$ cat config.mk
export PLATFORM = sky130hd
export DESIGN_NAME = segment_decoder_rx
export DESIGN_NICKNAME = d
export VERILOG_FILES = /design/src/rtl/segment_decoder_rx.sv
export SDC_FILE = /design/constraint.sdc
export NUM_CORES = 1
export LEC_CHECK = 0
export CELL_PAD_IN_SITES_DETAIL_PLACEMENT = 0
export CELL_PAD_IN_SITES_GLOBAL_PLACEMENT = 1
export CORE_MARGIN = 3
export CORE_UTILIZATION = 32
export DETAILED_ROUTE_END_ITERATION = 8
export PLACE_DENSITY_LB_ADDON = 0.1
export SLEW_MARGIN = 20
export SYNTH_ARGS = -nofsm -noshare
export SYNTH_HDL_FRONTEND = slang
export SYNTH_SLANG_ARGS = --single-unit
export TNS_END_PERCENT = 50
$ cat constraint.sdc
create_clock -name clk -period 5.4 [get_ports clk]
set_clock_uncertainty 0.1 [all_clocks]
set_input_delay 1.08 -clock clk [delete_from_list [all_inputs] [get_ports clk]]
set_output_delay 1.08 -clock clk [all_outputs]
set_load 0.02 [all_outputs]
$ cat src/rtl/segment_decoder_rx.sv
// Purpose: seven-segment receiver; waits for a stable glyph on seg_in and decodes it to its hex value.
// Latency: a held pattern first sampled at edge k is offered after edge k+STABLE_CYCLES; all outputs registered.
// Backpressure: one value is held on num_out/out_valid until out_ready; seg_in keeps being sampled meanwhile.
//
// Ports:
//   clk          system clock
//   rst          synchronous active-high reset
//   seg_in[6:0]  segment bus, bit0=a .. bit6=g, polarity set by ACTIVE_LOW
//   out_ready    consumer accepts num_out while out_valid is high
//   num_out[3:0] decoded hex value
//   out_valid    num_out holds a new, not yet accepted value
//   pattern_err  level: last stable pattern was neither a legal glyph nor blank
//   blank        level: last stable pattern had all segments off
module segment_decoder_rx #(
    parameter int STABLE_CYCLES = 4,
    parameter bit ACTIVE_LOW    = 1'b1
) (
    input  logic       clk,
    input  logic       rst,
    input  logic [6:0] seg_in,
    input  logic       out_ready,
    output logic [3:0] num_out,
    output logic       out_valid,
    output logic       pattern_err,
    output logic       blank
);

    localparam logic [7:0] STABLE_MAX = 8'(STABLE_CYCLES);

    typedef enum logic [1:0] {
        IDLE   = 2'd0,
        SETTLE = 2'd1,
        OFFER  = 2'd2
    } state_t;

    state_t     state, state_n;
    logic [6:0] seg_q;
    logic [6:0] seg_new;
    logic [7:0] stab_cnt;
    logic       stable;
    logic [6:0] last_reported, last_reported_n;
    logic       have_report, have_report_n;
    logic [3:0] num_n;
    logic       valid_n;
    logic       err_n;
    logic       blank_n;
    logic       glyph_legal;
    logic [3:0] glyph_val;

    // Everything downstream works on active-high gfedcba.
    assign seg_new = ACTIVE_LOW ? ~seg_in : seg_in;
    assign stable  = (stab_cnt == STABLE_MAX);

    // Glyph table for the registered sample.
    always_comb begin
        glyph_legal = 1'b1;
        glyph_val   = 4'h0;
        case (seg_q)
            7'h3F: glyph_val = 4'h0;
            7'h06: glyph_val = 4'h1;
            7'h5B: glyph_val = 4'h2;
            7'h4F: glyph_val = 4'h3;
            7'h66: glyph_val = 4'h4;
            7'h6D: glyph_val = 4'h5;
            7'h7D: glyph_val = 4'h6;
            7'h07: glyph_val = 4'h7;
            7'h7F: glyph_val = 4'h8;
            7'h6F: glyph_val = 4'h9;
            7'h77: glyph_val = 4'hA;
            7'h7C: glyph_val = 4'hB;
            7'h39: glyph_val = 4'hC;
            7'h5E: glyph_val = 4'hD;
            7'h79: glyph_val = 4'hE;
            7'h71: glyph_val = 4'hF;
            default: glyph_legal = 1'b0;
        endcase
    end

    // Sample register and run-length counter. The counter tracks how many
    // consecutive edges seg_q has held its current value.
    always_ff @(posedge clk) begin
        if (rst) begin
            seg_q    <= 7'h00;
            stab_cnt <= 8'd0;
        end else begin
            seg_q <= seg_new;
            if (seg_new != seg_q) begin
                stab_cnt <= 8'd1;
            end else if (stab_cnt != STABLE_MAX) begin
                stab_cnt <= stab_cnt + 8'd1;
            end
        end
    end

    // Next-state and next-output logic.
    always_comb begin
        state_n         = state;
        num_n           = num_out;
        valid_n         = out_valid;
        err_n           = pattern_err;
        blank_n         = blank;
        last_reported_n = last_reported;
        have_report_n   = have_report;

        case (state)
            IDLE: begin
                if (!have_report || (seg_q != last_reported)) begin
                    state_n = SETTLE;
                end
            end

            SETTLE: begin
                // A changing pattern simply keeps the counter low; wait here.
                if (stable) begin
                    if (have_report && (seg_q == last_reported)) begin
                        // A glitch that settled back on the last pattern is not news.
                        state_n = IDLE;
                    end else begin
                        last_reported_n = seg_q;
                        have_report_n   = 1'b1;
                        if (seg_q == 7'h00) begin
                            blank_n = 1'b1;
                            err_n   = 1'b0;
                            state_n = IDLE;
                        end else if (glyph_legal) begin
                            num_n   = glyph_val;
                            valid_n = 1'b1;
                            err_n   = 1'b0;
                            blank_n = 1'b0;
                            state_n = OFFER;
                        end else begin
                            err_n   = 1'b1;
                            blank_n = 1'b0;
                            state_n = IDLE;
                        end
                    end
                end
            end

            OFFER: begin
                // num_out is frozen until accepted; seg_in activity is only counted.
                if (out_ready) begin
                    valid_n = 1'b0;
                    state_n = IDLE;
                end
            end

            default: begin
                state_n = IDLE;
                valid_n = 1'b0;
            end
        endcase
    end

    always_ff @(posedge clk) begin
        if (rst) begin
            state         <= IDLE;
            num_out       <= 4'h0;
            out_valid     <= 1'b0;
            pattern_err   <= 1'b0;
            blank         <= 1'b0;
            last_reported <= 7'h00;
            have_report   <= 1'b0;
        end else begin
            state         <= state_n;
            num_out       <= num_n;
            out_valid     <= valid_n;
            pattern_err   <= err_n;
            blank         <= blank_n;
            last_reported <= last_reported_n;
            have_report   <= have_report_n;
        end
    end

endmodule

==> results.tsv <==
metric	value	unit
status	completed	
multiInputGateArea	961	um2
tightestPinTransition	899	ps
cap_violations	0	
first_pass_iters	4	
netlist_instances	202	
rows	25	
leakagePower	0.741	nW
fin_nets	223	
worstPathMaxFanout	19	
ctsRootBufferMaster	clkbuf_8	
finalSetupViolCount	0	
grt_max_degree	26	
worst_path_largest_cell_delay	740	ps
crit_chain	xor2_1, nor4_1, a211o_1, or2_1, nor3_1, a31o_1	
routabilityCongestion	0.839	
antennaDiodeCount	0	
dp_hpwl	2.64	mm
clockBufferDepth	2	
synth.distinct_cells	42	
htreeDepth	2	
io_pins	17	
fp.dieH	78.7	um
whs_path_depth	2	
synth-async-reset-ratio	0	%
cts_resized	0	
critPathKind	reg -> reg	
synth_area	1690	um2
via_per_inst	5.02	
rsz0062_at_grt	false	
fin_cells	278	
coreArea	4910	um2
maxSlewViolCount	0	
area_delta_synth_final	15.9	%
finalSetupTns	0	ps
cts_tree	built	
fin_crit	2670	ps
drc	0	
numCtsBuffers	5	
grt_util_all_layers	13.2	%
drt-total-wl	3.69	mm
ys_seq_area_share	37.9	%
p_per_area	246	nW/um2
regArea	641	um2
worstPathArrival	2750	ps
synthTopCellsByCount	dfxtp_1 (32), nor2_1 (32), nand2_1 (15), xor2_1 (15)	
startpoint_type	flip-flop	
grt_overflow	0	
synth_top_cells_by_area	dfxtp_1 (38%), xor2_1 (7.8%), nor2_1 (7.1%)	
worstRegToRegCells	6	
relSlewSlack	39.9	%
synth.top_cell.area_share	37.9	%
end_kind	flip-flop	
yosys.area.top_type	dfxtp_1	
die_area	6190	um2
dp.cells	271	
port_buffers	16	
max_freq	375	MHz
dr.first_iter.drc_count	69	
die_w	78.7	um
slowest_stage	dfxtp_1	
cts_hold_buf	0	
hold_viol	0	
ys_warn_count	0	
grt_pass1_wl	6.38	mm
grt_pass1_vias	1333	
nFillCells	511	
hold_class	reg -> reg	
wl_per_cell	13.3	um
cts.sinks	32	
ant_nets	0	
synth-main-ff-cell	dfxtp_1	
layout-drive-gt1-share	5.69	%
peakVddDrop	0.137	mV
initial_utilization	34.4	%
synth_edf_count	0	
antenna_found_initial	0	
syn_avg_cell_area	8.37	um2
post_cts_buffers	0	
via_count	1396	
finalCritPeriodShare	49.4	%
synth-seq-cells	32	
synth_fp_nets	214	
clk_latency	280	ps
worstPathRequired	5480	ps
clk_pin_slew	70	ps
-- report_power, final --
part	internal, mW	switching, mW
clock network	0.113	0.0823
registers	0.240	0.0140
logic	0.0176	0.0150
total	0.371	0.111
-- stage by stage --
step                power [mW]  util [%]  setup WS (ps)  hold WS (ps)  area (um2)
floorplan                0.279         -           3310           328        1690
global placement         0.291      38.0           2470           347        1860
detailed placement       0.292      38.0           2420           345        1860
CTS                      0.488      39.9           2690           354        1960
global route             0.504      39.9           2510           395        1960
finish                   0.482      39.9           2730           352        1960
-- sequential cells by signal, indices dropped and copies added (netlist names) --
signal	cells
out_valid	1
have_report	1
blank	1
stab_cnt	8
pattern_err	1
num_out	4
seg_q	7
last_reported	7
state	2
-- cell usage in the layout, fill, tap and decap left out, drive strengths merged, types with 2 or more instances in the layout --
cell	n
a21oi	11
and3	2
clkbuf	7
clkdlybuf4s50	16
dfxtp	32
ha	2
inv	5
mux2i	8
nand2	15
nand3	12
nand3b	3
nand4	2
nand4b	3
nor2	32
nor3	5
nor4	4
nor4b	2
o211ai	2
o21a	2
o21ai	4
o22ai	2
o31ai	2
or3	2
xnor2	8
xor2	15
-- layer usage --
| metal | routed length, um | part of all wire [%] | GRT usage (%) |
|---|---|---|---|
| met5 | 0 | 0 | 0 |
| met4 | 64 | 1.7 | 5.24 |
| met3 | 209 | 5.7 | 3.51 |
| met2 | 1570 | 43 | 19.4 |
| met1 | 1840 | 50 | 18.2 |
-- cell families after synthesis --
family / Yosys count / synth area share [%]
XOR/XNOR: 23 / 11.9
multiplexers: 8 / 4.73
flip-flops: 32 / 37.9
buffers and inverters: 19 / 5.33
AND/OR/NAND/NOR: 89 / 27.6
adder cells (fa/ha/maj): 2 / 1.48
AO/OA/AOI/OAI: 29 / 11.1
-- worst paths after layout --
check / startpoint / endpoint / slack [ps]
max: seg_q[1]$_SDFF_PP0_ / num_out[3]$_SDFFE_PP0P_ / 2730
min: out_valid$_SDFFE_PP0P_ / out_valid$_SDFFE_PP0P_ / 350
max reg2reg: seg_q[1]$_SDFF_PP0_ / num_out[3]$_SDFFE_PP0P_ / 2730
min reg2reg: out_valid$_SDFFE_PP0P_ / out_valid$_SDFFE_PP0P_ / 350
-- final cells by class --
class	instances	area share (%)
repair buffers	16	8.17
well taps	67	4.28
clock buffers	7	4.91
inverters	5	0.957
flip-flops and latches	32	32.7
multi-input cells	151	49.0
-- critical path: cells and delay by family (launching register included) --
kind / cells / cell delay [ps]
flops: 1 / 740
compound gates: 2 / 760
xor+xnor: 1 / 130
simple gates: 3 / 830
No activity file was read; power rests on OpenSTA's default activity.
==> edit 1 (same settings) <==
Re-encode `state_t` (3 states) as one-hot, 3 bits wide.
--- a/src/rtl/segment_decoder_rx.sv
+++ b/src/rtl/segment_decoder_rx.sv
@@ -27,10 +27,10 @@
 
     localparam logic [7:0] STABLE_MAX = 8'(STABLE_CYCLES);
 
-    typedef enum logic [1:0] {
-        IDLE   = 2'd0,
-        SETTLE = 2'd1,
-        OFFER  = 2'd2
+    typedef enum logic [2:0] {
+        IDLE   = 3'b001,
+        SETTLE = 3'b010,
+        OFFER  = 3'b100
     } state_t;
 
     state_t     state, state_n;
Function: no difference found for any inputs over 10 cycles, from zero or initial values and one cycle with rst high; not proved beyond that.
==> edit 1 against the unedited design <==
- total power increased by 6.3%
- core utilization decreased by 0.36 points
- largest power group unchanged
- critical path type unchanged
- via count increased by 8.0%
- worst hold slack improved by 0.0046 ns
- die area increased by 4.5%
- worst setup slack got worse by 0.23 ns
- non-clock buffer count increased by 1
- wire length increased by 9.3%
- count of clock-buffer cells in the layout unchanged
- design area increased by 5.7%
- area after synthesis increased by 4.9%
- global-route usage increased by 0.29 points
- sequential cell count increased by 1
==> edit 1: results (changes against the unedited design) <==
layout.nets: 236  # +5.8%
avgViaCountPerCell: 5.11  # +1.7%
via_count: 1507  # +8.0%
comb_power_share_pct: 9.0  # +2.2 points
grtUsageMet2_pct: 22.8  # +3.4 points
met3_usage_pct: 3.59  # +0.073 points
synthDistinctLibCells: 45  # +7.1%
avgSynthCellArea_sq_um: 8.25  # -1.5%
gp_congestion: 0.802  # -4.4%
hp-start: "have_report"
numCtsBuffers: 5  # unchanged
rrSetupSlack_ns: 2.50  # -0.23 ns
r2r-end: "num_out[0]"
holdPathStages: 2  # unchanged
slowest_delay_ns: 0.61  # -0.13 ns
synth_nets: 227  # +6.1%
ir_drop_mv: 0.123  # -10%
wirelength_um: 4030  # +9.3%
ys_seq_area_share_pct: 37.2  # -0.63 points
fillerInstances: 555  # +8.6%
dpl.cell_count: 287  # +5.9%
slew_headroom_pct: 43.2  # +3.3 points
wl_met1_um: 1880  # +2.3%
grt_max_degree: 29  # +12%
wl_met3_um: 101  # -52%
grt_usage_pct: 13.5  # +0.29 points
power.leakage_nw: 0.714  # -3.6%
outcome: "finished, final reports clean"
drive_gt1_share_pct: 7.56  # +1.9 points
drt_iter0_drc: 65  # -5.8%
switching_share_pct: 24.2  # +1.1 points
slowest_stage: "or4_1"
holdPathEnd: "have_report"
worstPathMaxFanout: 12  # -7
r2r_cells: 8  # +2
hold_viol: 0  # unchanged
critPathTopFamily: "simple AND/OR/NAND/NOR gates"
rr_startpoint: "stab_cnt[0]"
grt_pass1_wl_um: 6810  # +6.7%
met2RoutedLength_um: 1980  # +26%
seq_power_uw: 265  # +4%
yosys-top-cells-area: "dfxtp_1, nor2_1, xnor2_1"
hpwl_um: 2860  # +8.3%
==> edit 1: final cells by class <==
class | instances | area (sq um) | share of cell area (%)
multi-input combinational | 163 | 1040 | 50.2
sequential | 33 | 661 | 31.9
timing repair buffer | 17 | 168 | 8.09
clock buffer | 7 | 96.3 | 4.65
tap | 70 | 87.6 | 4.23
inverter | 4 | 15.0 | 0.725
clock inverter | 1 | 5.00 | 0.242
==> edit 1: metrics by stage <==
| step | power (mW) | util, % | worst slack [ns] | area, sq um | hold WS, ns |
|---|---|---|---|---|---|
| final | 0.513 | 39.6 | 2.50 | 2070 | 0.357 |
| after global routing | 0.539 | 39.6 | 2.39 | 2070 | 0.401 |
| after CTS | 0.520 | 39.6 | 2.51 | 2070 | 0.351 |
| after detailed placement | 0.317 | 37.6 | 2.53 | 1970 | 0.341 |
| after global placement | 0.316 | 37.6 | 2.57 | 1970 | 0.334 |
| after floorplan | 0.300 | - | 2.75 | 1770 | 0.326 |
==> edit 1: cell families (layout without fill, tap and decap cells) <==
group,Yosys count,after routing,share of synthesized area [%]
AO/OA/AOI/OAI,40,40,14.5
flip-flops,33,33,37.2
buffers and inverters,19,29,4.16
XOR/XNOR,21,21,10.4
multiplexers,7,7,3.95
adder cells (fa/ha/maj),2,2,1.41
AND/OR/NAND/NOR,93,93,28.3
==> edit 1: how the worst max path moves through the flow <==
stage	start	to	slack (ns)	cells past startpoint
after CTS	stab_cnt[0]	num_out[0]	2.51	8
final	stab_cnt[0]	num_out[0]	2.50	8
after global routing	stab_cnt[0]	num_out[0]	2.39	8
after detailed placement	stab_cnt[0]	num_out[0]	2.53	8
after floorplan	stab_cnt[0]	num_out[0]	2.75	9
after global placement	seg_in[3]	stab_cnt[3]	2.57	7
==> edit 2 (config.mk and constraints unchanged) <==
Made on the original files. `ACTIVE_LOW`: 1'b1 -> 1'b0.
--- a/src/rtl/segment_decoder_rx.sv
+++ b/src/rtl/segment_decoder_rx.sv
@@ -13,7 +13,7 @@
 //   blank        level: last stable pattern had all segments off
 module segment_decoder_rx #(
     parameter int STABLE_CYCLES = 4,
-    parameter bit ACTIVE_LOW    = 1'b1
+    parameter bit ACTIVE_LOW    = 1'b0
 ) (
     input  logic       clk,
     input  logic       rst,
Check against the original RTL: not equivalent (Yosys sat finds a counterexample within 10 cycles, from zero or initial values and one cycle with rst high).
==> edit 2 against the unedited design <==
- count of clock-buffer cells in the layout unchanged
- worst setup slack got worse by 0.16 ns
- first-iteration DRC count decreased by 38%
- highest routed layer unchanged
- sequential cell count unchanged
- critical path depth decreased by 2
- sequential power about the same
- wire length increased by 1.8%
- total power increased by 0.95%
- area after synthesis increased by 1.5%
- maximum frequency decreased by 5.7%
- design area increased by 2.6%
- largest power group unchanged
==> edit 2: results (changes against the unedited design) <==
synth_adder_area_share_pct: 1.46  # -0.022 points
outcome: "finished, final reports clean"
slew_headroom_pct: 40.0  # +0.11 points
sh_seq_area_pct: 31.8  # -0.83 points
buf_share_pct: 8.33  # +0.16 points
synthDistinctLibCells: 48  # +14%
multi_input_cells: 147  # -2.6%
final_util_pct: 39.1  # -0.78 points
muxShareOfSynthArea_pct: 6.12  # +1.4 points
synth_nets: 208  # -2.8%
fillerInstances: 554  # +8.4%
multi_input_area_sq_um: 1000  # +4.2%
drive_gt1_share_pct: 5.77  # +0.082 points
via_count: 1393  # -0.21%
grt_pass1_wl_um: 6510  # +1.9%
placed_cell_area_sq_um: 1920  # +2.8%
ys_seq_area_share_pct: 37.3  # -0.55 points
synth_compound_area_share_pct: 13.2  # +2.1 points
drt_iter0_drc: 43  # -38%
synth_xor_area_share_pct: 11.7  # -0.17 points
worstPathMaxFanout: 25  # +6
yosys-top-cells-area: "dfxtp_1, xor2_1, xnor2_1"
synth_cells: 196  # -3.0%
power.leakage_nw: 0.681  # -8.1%
layout.nets: 220  # -1.3%
grt_usage_pct: 13.3  # +0.10 points
ys_top_cells_by_count: "dfxtp_1, nor2_1, nand2_1, xor2_1"
first_global_vias: 1348  # +1.1%
clockNetworkAreaShare_pct: 4.79  # -0.13 points
ir_drop_mv: 0.140  # +2.3%
wirelength_um: 3750  # +1.8%
edit 2: cell count changes after synthesis, sizes merged, moves of 4 or more:
cell,unedited run,this run
nor3,5,1
nor2,32,20
buf,11,7
nor2b,1,10
edit 2: worst max-delay path: stages:
cell	delay, ns
clkdlybuf4s50_1	1.06
inv_1	0.30
o31a_1	0.19
mux2_4	0.26
edit 2: power by group:
part	internal, mW	total (mW)	switching [mW]
combinational	0.0192	0.0344	0.0153
clock	0.113	0.199	0.0851
sequential	0.240	0.254	0.0139
total	0.372	0.487	0.114
edit 2: metal layers:
layer	GRT usage, %	routed length, um	vias up
li1	-	-	711
met1	17.8	1840	640
met2	20.2	1670	37
met3	4.99	212	5
met4	3.09	34	0
met5	0	0	-
edit 2: logic make-up after synthesis:
logic type	count (synthesis)
buffers and inverters	17
adders and majority gates	2
xor gates and xnor gates	23
muxes	10
DFF	32
and+or+nand+nor	80
AOI/OAI and AO/OA	32
edit 2: through the flow:
| stage | power (mW) | hold WS, ns | setup slack, ns |
|---|---|---|---|
| after global placement | 0.292 | 0.345 | 2.28 |
| after CTS | 0.496 | 0.357 | 2.54 |
| after detailed placement | 0.294 | 0.346 | 2.24 |
| final | 0.487 | 0.356 | 2.57 |
| after global routing | 0.512 | 0.390 | 2.42 |
| after floorplan | 0.280 | 0.333 | 3.32 |
edit 2: path summary, 6_finish.rpt:
| kind | startpoint | endpoint | slack (ns) | cells after the start |
|---|---|---|---|---|
| worst max register to register | seg_q[2] | num_out[0] | 2.70 | 5 |
| worst min register to register | out_valid | out_valid | 0.36 | 2 |
| worst min-delay path | out_valid | out_valid | 0.36 | 2 |
| worst max-delay path | rst | num_out[0] | 2.57 | 4 |
